[src/rtl/trace_pkg.sv]
// Shared types for the lockstep trace checker: checker states and the sticky error-flag bundle.
package trace_pkg;

    localparam int DEF_TRACE_W = 36;

    typedef enum logic [1:0] {
        ST_RUN   = 2'd0,
        ST_DRAIN = 2'd1,
        ST_FAIL  = 2'd2,
        ST_DONE  = 2'd3
    } state_e;

    typedef struct packed {
        logic mismatch;
        logic length_err;
        logic overflow;
        logic timeout;
    } err_flags_t;

    // Sticky accumulation: once a flag is raised it stays raised until reset/clear.
    function automatic err_flags_t merge_flags(input err_flags_t held, input err_flags_t fresh);
        return err_flags_t'(held | fresh);
    endfunction

endpackage

[src/rtl/trace_skew_fifo.sv]
// Skew-absorbing FIFO for one trace stream; pointers carry an extra wrap bit to tell full from empty.
module trace_skew_fifo
    import trace_pkg::*;
#(
    parameter int W     = DEF_TRACE_W,
    parameter int DEPTH = 16
) (
    input  logic         clk,
    input  logic         resetn,
    input  logic         flush,
    input  logic         push,
    input  logic         pop,
    input  logic [W-1:0] wdata,
    output logic [W-1:0] head,
    output logic         full,
    output logic         empty
);
    localparam int AW = $clog2(DEPTH);

    logic [W-1:0] mem_q [DEPTH];
    logic [AW:0]  wr_q, wr_d;
    logic [AW:0]  rd_q, rd_d;
    logic         do_push;
    logic         do_pop;

    assign empty   = (wr_q == rd_q);
    assign full    = (wr_q[AW] != rd_q[AW]) && (wr_q[AW-1:0] == rd_q[AW-1:0]);
    assign do_pop  = pop && !empty;
    // A push into a full FIFO is only safe when the head leaves in the same cycle.
    assign do_push = push && (!full || do_pop);
    assign head    = mem_q[rd_q[AW-1:0]];

    always_comb begin
        wr_d = wr_q;
        rd_d = rd_q;
        if (flush) begin
            wr_d = '0;
            rd_d = '0;
        end else begin
            if (do_push) wr_d = wr_q + (AW+1)'(1);
            if (do_pop)  rd_d = rd_q + (AW+1)'(1);
        end
    end

    always_ff @(posedge clk or negedge resetn) begin
        if (!resetn) begin
            wr_q <= '0;
            rd_q <= '0;
        end else begin
            wr_q <= wr_d;
            rd_q <= rd_d;
        end
    end

    always_ff @(posedge clk) begin
        if (do_push && !flush) mem_q[wr_q[AW-1:0]] <= wdata;
    end

endmodule

[config.mk]
export PLATFORM = sky130hd
export DESIGN_NAME = trace_skew_fifo
export DESIGN_NICKNAME = d
export VERILOG_FILES = /design/src/rtl/trace_pkg.sv /design/src/rtl/trace_skew_fifo.sv
export SDC_FILE = /design/constraint.sdc
export NUM_CORES = 1
export LEC_CHECK = 0
export CAP_MARGIN = 25
export CORE_ASPECT_RATIO = 2
export CORE_MARGIN = 2
export CORE_UTILIZATION = 25
export DETAILED_ROUTE_END_ITERATION = 8
export GPL_ROUTABILITY_DRIVEN = 1
export GPL_TIMING_DRIVEN = 0
export SLEW_MARGIN = 20
export SYNTH_ARGS = -nofsm -noshare
export SYNTH_HDL_FRONTEND = slang
export SYNTH_SLANG_ARGS = --single-unit
export TNS_END_PERCENT = 20
[constraint.sdc]
create_clock -name clk -period 4.3 [get_ports clk]
set_input_delay 1.075 -clock clk [delete_from_list [all_inputs] [get_ports clk]]
set_output_delay 1.075 -clock clk [all_outputs]
set_load 0.005 [all_outputs]
==> results.txt <==
----------------------------------------------------
[STA]
  Max-slew headroom ... 0.408
  Min Tclk post-route ... around 4.2 ns
  Number of max-slew violations in the final report ... 0
  Setup slack after layout ... roughly 0.11 ns
  Number of endpoints with negative hold slack in the final report ... 0
  Final setup violation count ... 0
  Unrepaired setup endpoints after global routing ... false
  Sum of negative setup slack ... 0 ns
  FMAX ... roughly 240 MHz
  Tightest Pin Transition ... approximately 0.89 ns
  Worst clock skew ... roughly 0.010 ns
  Min Hold Slack ... ~0.57 ns
  Post-route fraction of the period consumed by the critical path ... 0.975

[Place]
  Number of buffers added on ports ... 78
  Final GP Congestion ... slightly below 0.7
  Final HPWL from detailed placement ... approximately 37000 microns
  Worst slack, placed ... -0.141 ns

[Die]
  Starting utilization of the core area ... 0.252
  Floorplan row count ... ~160
  Vertical die dimension ... about 430 microns
  Num ports ... 79
  Width of the die ... around 220 microns
  Floorplan Core Area ... roughly 90000 sq um
  Total die area ... just over 90000 sq um

[Pwr]
  Cell leakage power ... around 0.0084 uW
  Maximum vdd ir drop ... between 0.0002 and 0.00025 V
  Power density of the placed cells ... around 450 nW/um^2
  Total chip power ... 12400 uW

[Hold path]
  Worst min-delay path class ... reg -> reg
  Cell depth of the worst hold path ... 2
  Startpoint of the tightest hold check path ... rd_q[4]

[GRT]
  Vias in the first global route ... roughly 11000
  First-pass GRT wire length ... between 70000 and 80000 microns
  Overflow left after global routing ... 0
  Initial antenna violation count ... 7
  Overall global routing resource usage ... 0.118
  Maximum number of pins on one net before global-route repair ... 20

[CTS]
  TritonCTS clock tree ... done
  Hold-fix buffers at CTS ... 0
  Clock buffers created by TritonCTS ... between 40 and 50
  Clock sink count ... about 600
  Buffer depth of the longest clock path ... 3
  Clock insertion delay at the later pin of the skew report ... approximately 0.57 ns
  Clock slew at the register clock pins of the worst setup and hold paths ... around 0.07 ns
  CTS H-Tree Depth ... 2
  Buffer cell driving the clock tree root ... clkbuf_16

[Synth]
  Primary flip-flop cell chosen by synthesis mapping ... edfxtp_1
  Number of warnings issued by yosys ... 0
  Number of unique standard cell types used by synthesis ... 27
  Area share of the largest cell type after synthesis ... 0.761
  Number of register bits inferred by synthesis ... slightly below 600
  Total standard cell area after synthesis ... ~23000 sq um
  Share of synthesized registers carrying an async set or reset ... 0.0171
  Number of flops mapped to enable cells by yosys ... 576
  Net Count, Synth ... about 930
  Syn Inst Count ... a little under 900
  Mapped Avg Cell Area ... ~26 sq um
  Leading post-synthesis cells by instance count ... edfxtp_1, mux4_2, mux4_1
  Leading cell type by number of instances after synthesis ... edfxtp_1
  Portion of the post-synthesis area used by sequential elements ... 0.772
  Area contributors post-synth ... edfxtp_1, mux4_1, mux4_2, dfrtp_1, buf_6
  Biggest area consumer among synthesized cells ... edfxtp_1

[Worst setup path]
  R2R Path Start ... rd_q[4]
  FF-to-FF path depth ... 8
  Data required time of the critical path ... around 3.2 ns
  Cell with the largest stage delay on the worst path ... mux4_2
  Critical setup path kind ... reg -> out
  CP cell instances ... clkbuf_2, clkbuf_2, mux4_2, mux4_2, clkdlybuf4s50_1
  Stages on worst setup path ... 5
  Total buffers and inverters traversed by the critical path ... 3
  Kind of cell adding the most delay to the critical path ... buffers and inverters
  Slowest stage delay, CP ... 0.54 ns
  Slack of the worst reg-to-reg path ... ~1.1 ns
  Worst setup SP type ... flip-flop
  Launching instance or port of the critical path ... rd_q[1]
  Critical path data arrival time ... ~3.1 ns
  Worst-path maximum fanout ... 10
  Crit path capture type ... primary output

[Route]
  First-pass iteration count of the detailed router ... 5
  Number of violations reported at the end of detailed-routing iteration 0 ... approximately 740
  Routed wire length ... between 50000 and 60000 microns
  DRC violation count after routing ... 0
  Number of nets with antenna violations after routing ... 0
  Vias post-DR ... between 10000 and 15000
  Per-cell routed wire length ... between 20 and 25 microns
  Routed via count divided by cell count ... about 4.5

[Layout]
  Proportion of layout cells with a drive suffix above 1 ... 0.246
  Layout net count ... around 1100
  Inserted Diodes ... 0
  Synth-to-Final Area Change ... 21.1%

[Outcome]
  Status ... finished, final reports clean

[Run]
  Max-capacitance violation count ... 0

----------------------------------------------------
## final timing paths
| check | endpoint |
|---|---|
| worst max-delay path | head[13] |
| worst min-delay path | rd_q[4] |
| worst max register to register | mem_q[3][27] |
| worst min register to register | rd_q[4] |
| max in group asynchronous | rd_q[3] |
| min in group asynchronous | wr_q[3] |
## final cells by class
| cell class | instances | area, sq um |
|---|---|---|
| Fill cell | 8621 | 62700 |
| Clock buffer | 47 | 1130 |
| Tap cell | 1185 | 1480 |
| Timing Repair Buffer | 128 | 1650 |
| Buffer | 45 | 369 |
| Multi-Input combinational cell | 253 | 4960 |
| Inverter | 3 | 11.3 |
| Clock inverter | 31 | 358 |
| Sequential cell | 586 | 17500 |
## routing by layer
metal / GRT usage / part of all wire
met4: 0.0439 / 0.033
met3: 0.0213 / 0.057
met5: 0 / 0.0014
met1: 0.128 / 0.35
met2: 0.223 / 0.56
## cells in the final DEF, fill, tap and decap left out, drive strengths merged, types with 3 or more instances in the layout
cell             n
clkinvlp         3
nor2            22
a21oi            6
ha               5
nor3             4
bufinv           8
edfxtp         576
nand2            7
xor2             4
buf             76
mux4           180
clkbuf          66
nand2b           3
dfrtp           10
clkdlybuf4s50   78
nand4            3
inv              4
clkinv          19
xnor2            7
## logic make-up after synthesis
kind of cell,after synthesis,synth area share
adders and majority gates,5,0.00275
DFF,586,0.772
and+or+nand+nor,45,0.00958
buffers and inverters,48,0.0144
muxes,183,0.194
AOI/OAI and AO/OA,9,0.00231
xor gates and xnor gates,11,0.00424
## repair_timing
item / CTS / global route
pin swaps: 0 / 0
setup endpoints to repair: 36 / 6
gates resized for setup: 37 / 3
hold endpoints to repair: 0 / 0
setup buffers: 0 / 0
cloned: 0 / 0
## registers in the layout, indices dropped and copies added, names as in the netlist
signal / cells
wr_q: 5
rd_q: 5
mem_q: 576
## where the power goes
group	leakage [uW]	switching (uW)	internal, uW
sequential	0.00533	15.2	6310
clock	0.000733	1970	2400
combinational	0.00236	793	934
## worst min-delay path, cell delays in order (launching register included)
cell,delay (ns)
dfrtp_1,0.38
xnor2_1,0.12
nor2_1,0.04
## per-stage QoR
| step | std cells | util | area (sq um) |
|---|---|---|---|
| after detailed placement | 2200 | 0.288 | 26000 |
| after global routing | 2278 | 0.305 | 27500 |
| final | 2278 | 0.305 | 27500 |
| after global placement | 2150 | 0.277 | 25000 |
| after floorplan | 887 | - | 22700 |
| after CTS | 2278 | 0.305 | 27500 |
No activity file was read; power rests on OpenSTA's default activity.
